$ cat config.mk
export PLATFORM = sky130hd
export DESIGN_NAME = adv7513_reg_dump
export DESIGN_NICKNAME = d
export VERILOG_FILES = /design/src/rtl/adv7513_dump_pkg.sv /design/src/rtl/adv7513_dump_fifo.sv /design/src/rtl/adv7513_reg_dump.sv
export SDC_FILE = /design/constraint.sdc
export NUM_CORES = 1
export LEC_CHECK = 0
export ABC_AREA = 1
export ABC_CLOCK_PERIOD_IN_PS = 3250
export BUFFER_PORTS_ARGS = -buffer_cell sky130_fd_sc_hd__buf_2
export CORE_MARGIN = 8
export CORE_UTILIZATION = 28
export DETAILED_ROUTE_END_ITERATION = 12
export SYNTH_ARGS = -nofsm -noshare
export SYNTH_HDL_FRONTEND = slang
export SYNTH_SLANG_ARGS = --single-unit
$ cat constraint.sdc
create_clock -name clk -period 3.25 [get_ports clk]
set_input_delay 0.1625 -clock clk [delete_from_list [all_inputs] [get_ports clk]]
set_output_delay 0.1625 -clock clk [all_outputs]
set_load 0.03 [all_outputs]
$ cat src/rtl/adv7513_dump_pkg.sv
// Shared types and constants for the ADV7513 register-dump sequencer.
// ADV7513_DUMP_ADDR_TAG_EN selects two stream bytes (address, data) per register.
package adv7513_dump_pkg;

    typedef enum logic [2:0] {
        S_IDLE,
        S_ISSUE,
        S_WAIT,
        S_PUSH,
        S_NEXT,
        S_DRAIN
    } dump_state_t;

    localparam logic [7:0] DUMP_ERR_BYTE   = 8'hFF;
    localparam int         DUMP_FIFO_DEPTH = 4;

    // FIFO entries written per register
`ifdef ADV7513_DUMP_ADDR_TAG_EN
    localparam logic [2:0] DUMP_REC_LEN = 3'd2;
`else
    localparam logic [2:0] DUMP_REC_LEN = 3'd1;
`endif

endpackage

$ cat src/rtl/adv7513_dump_fifo.sv
// Four-entry first-word-fall-through byte FIFO for the register dump stream.
// ADV7513_DUMP_ADDR_TAG_EN adds a second write port written in the same cycle.
module adv7513_dump_fifo
    import adv7513_dump_pkg::*;
(
    input  logic       clk,
    input  logic       reset,
    input  logic       wr_en,
    input  logic [7:0] wr_data,
`ifdef ADV7513_DUMP_ADDR_TAG_EN
    input  logic [7:0] wr_data2,
`endif
    input  logic       rd_en,
    output logic [7:0] rd_data,
    output logic       valid,
    output logic [2:0] count,
    output logic [2:0] free
);

    logic [7:0] mem [DUMP_FIFO_DEPTH];
    logic [1:0] wr_ptr_reg;
    logic [1:0] rd_ptr_reg;
    logic [2:0] count_reg;
    logic       pop;

    assign pop = rd_en && (count_reg != 3'd0);

    // Storage is not reset; empty entries are masked at the output instead.
    always_ff @(posedge clk) begin
        if (wr_en) begin
            mem[wr_ptr_reg] <= wr_data;
`ifdef ADV7513_DUMP_ADDR_TAG_EN
            mem[wr_ptr_reg + 2'd1] <= wr_data2;
`endif
        end
    end

    always_ff @(posedge clk) begin
        if (reset) begin
            wr_ptr_reg <= 2'd0;
            rd_ptr_reg <= 2'd0;
            count_reg  <= 3'd0;
        end else begin
            if (wr_en)
                wr_ptr_reg <= wr_ptr_reg + 2'(DUMP_REC_LEN);
            if (pop)
                rd_ptr_reg <= rd_ptr_reg + 2'd1;
            count_reg <= count_reg + (wr_en ? DUMP_REC_LEN : 3'd0) - (pop ? 3'd1 : 3'd0);
        end
    end

    assign valid   = (count_reg != 3'd0);
    assign rd_data = valid ? mem[rd_ptr_reg] : 8'h00;
    assign count   = count_reg;
    assign free    = 3'(DUMP_FIFO_DEPTH) - count_reg;

endmodule

$ cat src/rtl/adv7513_reg_dump.sv
// Walks an ADV7513 register range through the read stage and streams the bytes out.
// ADV7513_DUMP_ADDR_TAG_EN prefixes each data byte with its register address.
module adv7513_reg_dump
    import adv7513_dump_pkg::*;
#(
    parameter logic [7:0]  START_ADDR     = 8'h00,
    parameter logic [7:0]  END_ADDR       = 8'hFF,
    parameter logic [23:0] TIMEOUT_CYCLES = 24'd5000000
) (
    input  logic       clk,
    input  logic       reset,
    input  logic       go,
    output logic       busy,
    output logic       finished,
    output logic       err,
    output logic       rd_start,
    output logic [7:0] rd_addr,
    input  logic       rd_done,
    input  logic [7:0] rd_data,
    output logic [7:0] byte_data,
    output logic       byte_valid,
    input  logic       byte_ready
);

    dump_state_t state_reg;
    logic [7:0]  cur_reg;
    logic [7:0]  cap_reg;
    logic [23:0] tcnt_reg;
    logic        done_q_reg;
    logic        busy_reg;
    logic        finished_reg;
    logic        err_reg;
    logic        rd_start_reg;

    logic [2:0]  fifo_count;
    logic [2:0]  fifo_free;
    logic        push;
    logic        completion;

    assign completion = rd_done && !done_q_reg;
    assign push       = (state_reg == S_PUSH) && (fifo_free >= DUMP_REC_LEN);

    always_ff @(posedge clk) begin
        if (reset) begin
            state_reg    <= S_IDLE;
            cur_reg      <= START_ADDR;
            cap_reg      <= 8'h00;
            tcnt_reg     <= 24'd0;
            done_q_reg   <= 1'b1;
            busy_reg     <= 1'b0;
            finished_reg <= 1'b0;
            err_reg      <= 1'b0;
            rd_start_reg <= 1'b0;
        end else begin
            done_q_reg   <= rd_done;
            rd_start_reg <= 1'b0;
            finished_reg <= 1'b0;
            case (state_reg)
                S_IDLE: begin
                    if (go) begin
                        cur_reg      <= START_ADDR;
                        err_reg      <= 1'b0;
                        busy_reg     <= 1'b1;
                        rd_start_reg <= 1'b1;
                        state_reg    <= S_ISSUE;
                    end
                end
                S_ISSUE: begin
                    tcnt_reg  <= 24'd0;
                    state_reg <= S_WAIT;
                end
                // A completion in the same cycle as the timeout takes priority.
                S_WAIT: begin
                    if (completion) begin
                        cap_reg   <= rd_data;
                        state_reg <= S_PUSH;
                    end else if (tcnt_reg == TIMEOUT_CYCLES - 24'd1) begin
                        cap_reg   <= DUMP_ERR_BYTE;
                        err_reg   <= 1'b1;
                        state_reg <= S_PUSH;
                    end else begin
                        tcnt_reg <= tcnt_reg + 24'd1;
                    end
                end
                S_PUSH: begin
                    if (push)
                        state_reg <= S_NEXT;
                end
                S_NEXT: begin
                    if (cur_reg == END_ADDR) begin
                        state_reg <= S_DRAIN;
                    end else begin
                        cur_reg      <= cur_reg + 8'd1;
                        rd_start_reg <= 1'b1;
                        state_reg    <= S_ISSUE;
                    end
                end
                S_DRAIN: begin
                    if (fifo_count == 3'd0) begin
                        finished_reg <= 1'b1;
                        busy_reg     <= 1'b0;
                        state_reg    <= S_IDLE;
                    end
                end
                default: state_reg <= S_IDLE;
            endcase
        end
    end

    adv7513_dump_fifo u_fifo (
        .clk      (clk),
        .reset    (reset),
        .wr_en    (push),
`ifdef ADV7513_DUMP_ADDR_TAG_EN
        .wr_data  (cur_reg),
        .wr_data2 (cap_reg),
`else
        .wr_data  (cap_reg),
`endif
        .rd_en    (byte_ready),
        .rd_data  (byte_data),
        .valid    (byte_valid),
        .count    (fifo_count),
        .free     (fifo_free)
    );

    assign busy     = busy_reg;
    assign finished = finished_reg;
    assign err      = err_reg;
    assign rd_start = rd_start_reg;
    assign rd_addr  = cur_reg;

endmodule
# Yosys cells after proc, flatten, opt, wreduce, memory -nomap -nowiden
# Memory sizes are Yosys's and may differ from the RTL's. A register that Yosys moved wholly into a read port is not among the register bits.
# Index checks and enable logic that the tools add are counted.
dict set report word_totals {
  register_bits 55
  inputBits 13
  latchBits 0
  out_inout_bits 21
  romBits 0
  elab_cells 89
  n_memories 1
  mem_bits_rw 32
}
dict set report op_classes {
  reduce_logical 19
  order_cmp 1
  div 0
  n_addsub 7
  shift 0
  mux 33
  n_eq_ne 15
  n_mul 0
  n_bitwise 1
}
# memory words width read_ports rd_ports_with_merged_regs wr line
set mem_list {}
lappend mem_list {u_fifo.mem 4 8 1 1 1 adv7513_dump_fifo.sv:20} ;# logic [7:0] mem [DUMP_FIFO_DEPTH];
# cell n
set op_table {}
lappend op_table {{$mux 24} 2}
lappend op_table {{$pmux 24 s2} 1}
lappend op_table {{$mux 8} 5}
lappend op_table {{$add 24x1->24 const B} 1}
lappend op_table {{$eq 24x23->1 const B} 1}
lappend op_table {{$mux 3} 6}
lappend op_table {{$pmux 3 s6} 1}
lappend op_table {{$pmux 8 s2} 1}
lappend op_table {{$mux 1} 12}
lappend op_table {{$ne 2x2->1 const B} 6}
lappend op_table {{$reduce_bool 2->1} 5}
lappend op_table {{$reduce_and 3->1} 3}
lappend op_table {{$add 8x1->8 const B} 1}
lappend op_table {{$eq 8x8->1 const B} 1}
lappend op_table {{$reduce_and 4->1} 2}
lappend op_table {{$eq 3x2->1 const B} 2}
lappend op_table {{$eq 3x3->1 const B} 2}
lappend op_table {{$logic_not 3->1} 2}
lappend op_table {{$pmux 1 s2} 3}
lappend op_table {{$add 2x1->2 const B} 2}
lappend op_table {{$mux 2} 2}
lappend op_table {{$add 3x3->3} 1}
lappend op_table {{$eq 3x1->1 const B} 1}
lappend op_table {{$ge 3x1->1 const B} 1}
lappend op_table {{10 further kinds} 12}

# Longest topological paths before layout
dict set report logic_depth {
  depth_word 6
  depth_mapped 13
}

# By module
# Synthesis repeated with hierarchy kept, for this count alone.
dict set report unflattened {
  cells_unflattened 632
  hier_area_um2 4623.2
}
# mod seq_area_each_um2 area_each_um2 cells_per_inst instances
set by_module_without_submodules {}
lappend by_module_without_submodules {adv7513_reg_dump 960.9 2742.6 440 1}
lappend by_module_without_submodules {adv7513_dump_fifo 1141.1 1880.6 192 1}

# Worst setup path before layout
# OpenSTA, ideal clock, no wires.
dict set report synth_path {
  path_kind {reg-to-reg}
  start {register u_fifo.count_reg[1] (netlist: u_fifo.count[1])}
  end {register u_fifo.count_reg[2] (netlist: u_fifo.count[2])}
  path_stages_with_launch 14
  n_path_buf 1
  slack_ns 0.756
  arrival_time_ns 2.423
  required_ns 3.179
  path_cell_list {dfxtp_1 inv_1 ha_1 ha_1 buf_2 inv_1 nand2_1 inv_1 ha_1 inv_1 ha_1 fa_1 or2_2 a21oi_1}
}
dict set report synth_via {
  word_cells_on_any_way 9
}
# item line
set synth_rtl {}
lappend synth_rtl {{start, declared} adv7513_dump_fifo.sv:23} ;# logic [2:0] count_reg;
lappend synth_rtl {{start signal, assigned} adv7513_dump_fifo.sv:48} ;# count_reg <= count_reg + (wr_en ? DUMP_REC_LEN : 3'd0) - (pop ? 3'd1 : 3'd0);
lappend synth_rtl {{$reduce_bool 3->1} n/a}
lappend synth_rtl {{named net byte_valid} adv7513_reg_dump.sv:21} ;# output logic byte_valid,
lappend synth_rtl {{$logic_and 1x1->1} adv7513_dump_fifo.sv:26} ;# assign pop = rd_en && (count_reg != 3'd0);
lappend synth_rtl {{named net u_fifo.pop} adv7513_dump_fifo.sv:24} ;# logic pop;
lappend synth_rtl {{$mux 1} adv7513_dump_fifo.sv:48}
lappend synth_rtl {{$sub 3x3->3} adv7513_dump_fifo.sv:48}
# The timed path passes the listed nets, and every way through them passes these cells.
# A chain may end at the register's enable or synchronous reset.

# Worst setup path after layout
dict set report layout_path {
  start {register u_fifo.count_reg[1] (netlist: u_fifo.count[1])}
  end {register u_fifo.count_reg[2] (netlist: u_fifo.count[2])}
}
dict set report layout_via {
  word_cells_on_any_way 9
}
# item line
set layout_rtl {}
lappend layout_rtl {{$reduce_bool 3->1} adv7513_dump_fifo.sv:26}
lappend layout_rtl {{$logic_and 1x1->1} adv7513_dump_fifo.sv:26}
lappend layout_rtl {{named net u_fifo.pop} adv7513_dump_fifo.sv:24}
lappend layout_rtl {{$mux 1} adv7513_dump_fifo.sv:48}
lappend layout_rtl {{$sub 3x3->3} adv7513_dump_fifo.sv:48}
# The timed path passes the listed nets, and every way through them passes these cells.

==> results_dict.tcl <==
set metrics [dict create \
    status "finished, final reports clean" \
    skew_ps 5.749 \
    syn-cell-area_um2 4473 \
    postCtsSetupRepairBufs 0 \
    cp-end-kind "flip-flop" \
    clock_tree.buffer_depth 2 \
    min_path_type "in2reg" \
    overflow 0 \
    cp.arrival_ps 2970 \
    cts_tree "built" \
    antenna_found_initial 0 \
    rsz0062_at_grt "no" \
    synth_edf_count 32 \
    synth_nets 609 \
    ant_nets 0 \
    fmax_ghz 0.3704 \
    r2r_slack_ps 550 \
    r2r_end "u_fifo.count[2]$_SDFF_PP0_" \
    crit_type "reg2reg" \
    pwr-share-seq_pct 39.8 \
    p_comb_share_pct 29.6 \
    post-dp-hpwl_mm 7.324 \
    yosysTopAreaCell "dfxtp_1" \
    clkPwrFrac_pct 30.6 \
    ctsResizeCount 0 \
    setup_viol 0 \
    grt_pass1_vias 3540 \
    yosysSeqAreaShare_pct 46.99 \
    crit_buf_inv 4 \
    crit_cells 12 \
    layout.cells.non_filler 834 \
    post-place-ws_ps 605.1 \
    period_needed_ps 2700 \
    worst-endpoint-required_ps 3520 \
    cp_max_fo 10 \
    worst_slew_pin_slew_ps 798.5 \
    synth_area_per_cell_um2 7.659 \
    crit_family "adder cells" \
    grt_pass1_wl_mm 17.51 \
    hold_start "rd_done" \
    portBuffers 33 \
    startpoint_type "flip-flop" \
    routed_wl_mm 10.55 \
    multi_input_area_um2 2024 \
    setup_tns_ps 0 \
    synth_ff_type "dfxtp_1" \
    netSwitchingFraction_pct 37.59 \
    setup_slack_ps 550.3 \
    synth.distinct_cells 34 \
    grt_max_degree 29 \
    rr_worst_depth 12 \
    nNetsFinal 638 \
    clk_pin_slew_ps 60 \
    start_util_pct 28.36 \
    clock_sinks 89 \
    hold_viol_final 0 \
    cts.htree.levels 3 \
    synthCells 584 \
    drt_iter0_drc 200 \
    numCtsBuffers 9 \
    dpl.cell_count 818 \
    route.detailed.drc 0 \
    fin_crit_sh_pct 83.07 \
    drv_cap 0 \
    via_per_inst 4.561 \
    ys_warn_count 0 \
    yosysTopAreaCellShare_pct 25.51 \
    gp_congestion 0.8330 \
    ir_drop_v 0.0003196 \
    largest_reg_flops 32 \
    grt.total_usage_pct 10.77 \
    slowest_delay_ps 420 \
    slowest_stage "ha_1" \
    synthTopCellsByArea "dfxtp_1 26%, edfxtp_1 21%, nand2_1 9.4%" \
    cts_hold_buf 0 \
    cp-startpoint "u_fifo.count[1]$_SDFF_PP0_" \
    drive_gt1_share_pct 12.46 \
    ys_top_cells_by_count "112 x nand2_1, 112 x nor2_1, 60 x inv_1" \
    die_h_um 142.4 \
    core_area_um2 15770 \
    wl_per_cell_um 12.65 \
    slew_violations 0 \
    cp_cell_sequence "inv_1 -> ha_1 -> ha_1 -> inv_1 -> nand2_1 -> inv_1 -> ha_1 -> inv_1 -> ha_1 -> fa_1 -> or2_2 -> a21oi_1" \
    synthArstFlopShare_pct 0 \
    die_area_um2 20270 \
    diodes 0 \
    p_total_mw 3.396 \
    switchingPower_mw 1.277 \
    via_count 3804 \
    relSlewSlack_pct 46.57 \
    synthToLayoutAreaGrowth_pct 14.46 \
    n_fill_cell 1716 \
    p_leak_nw 2.022 \
    die_w_um 142.4 \
    internal_power_mw 2.119 \
    drt_first_pass_iters 4 \
    synth-seq-cells 89 \
    final-seq-area_um2 2102 \
    clock-root-buffer "clkbuf_16" \
    row_count 46 \
    crit_end "u_fifo.count[2]$_SDFF_PP0_" \
    r2r_start "u_fifo.count[1]$_SDFF_PP0_" \
    power_density_nw_per_um2 663.2 \
    ioPinCount 34 \
    clk_latency_ps 340 \
]
logic make-up (layout without fill, tap and decap cells):
kind of cell | after synthesis | in the layout | synth area share, %
adders and majority gates | 12 | 12 | 3.524
AOI/OAI and AO/OA | 93 | 93 | 11.61
buffers and inverters | 83 | 117 | 7.748
DFF | 89 | 89 | 46.99
and+or+nand+nor | 301 | 301 | 28.95
xor gates and xnor gates | 6 | 6 | 1.175
tightest hold or removal path, stage by stage:
cell     delay [ps]
buf_2            90
inv_1            40
nand2_1          40
layout make-up:
type | count | share of cell area [%]
Multi-Input combinational cell | 412 | 39.54
Sequential cell | 89 | 41.06
Clock inverter | 6 | 1.295
Inverter | 66 | 4.839
Clock buffer | 10 | 4.472
Timing Repair Buffer | 35 | 3.519
Tap cell | 216 | 5.279
worst min-delay path by stage:
stage | to | slack (ps) | cells past startpoint
after global placement | done_q_reg$_SDFF_PP1_ | 390 | 3
after floorplan | rd_addr[1]$_SDFFE_PP0P_ | 230 | 1
after detailed placement | done_q_reg$_SDFF_PP1_ | 390 | 3
after CTS | done_q_reg$_SDFF_PP1_ | 30 | 3
final | done_q_reg$_SDFF_PP1_ | 30 | 3
after global routing | done_q_reg$_SDFF_PP1_ | 40 | 3
power groups by stage:
stage	combinational, mW	clock, mW	sequential [mW]
floorplan	0.809	0	1.35
global placement	1.00	0	1.37
detailed placement	1.01	0	1.37
CTS	1.02	1.07	1.35
global route	1.13	1.11	1.37
finish	1.01	1.04	1.35
layout by cell type (no fill, tap or decap), types with 7 or more instances in the layout:
cell,count
nor2_1,112
nand2_1,112
inv_1,60
dfxtp_1,57
a21oi_1,41
nand3_1,35
buf_2,33
o21ai_0,32
edfxtp_1,32
nand4_1,16
ha_1,11
o21bai_1,10
clkbuf_16,9
a21oi_2,7
metal layers:
metal	wire length, µm	vias to the layer above	part of all wire, %	track usage, %
met1	4943	1742	47	13.52
met4	130	0	1.2	3.579
li1	-	1970	-	-
met2	4932	79	47	17.49
met3	545	13	5.2	2.918
met5	0	-	0	0
metrics by stage:
step / util [%] / area [µm²] / hold slack (ps)
after detailed placement: 30.59 / 4825 / 389.0
after global placement: 30.59 / 4825 / 387.2
after floorplan: - / 4473 / 231.6
final: 32.47 / 5120 / 27.59
after CTS: 32.47 / 5120 / 30.58
after global routing: 32.47 / 5120 / 42.85
No activity file was read; power rests on OpenSTA's default activity.
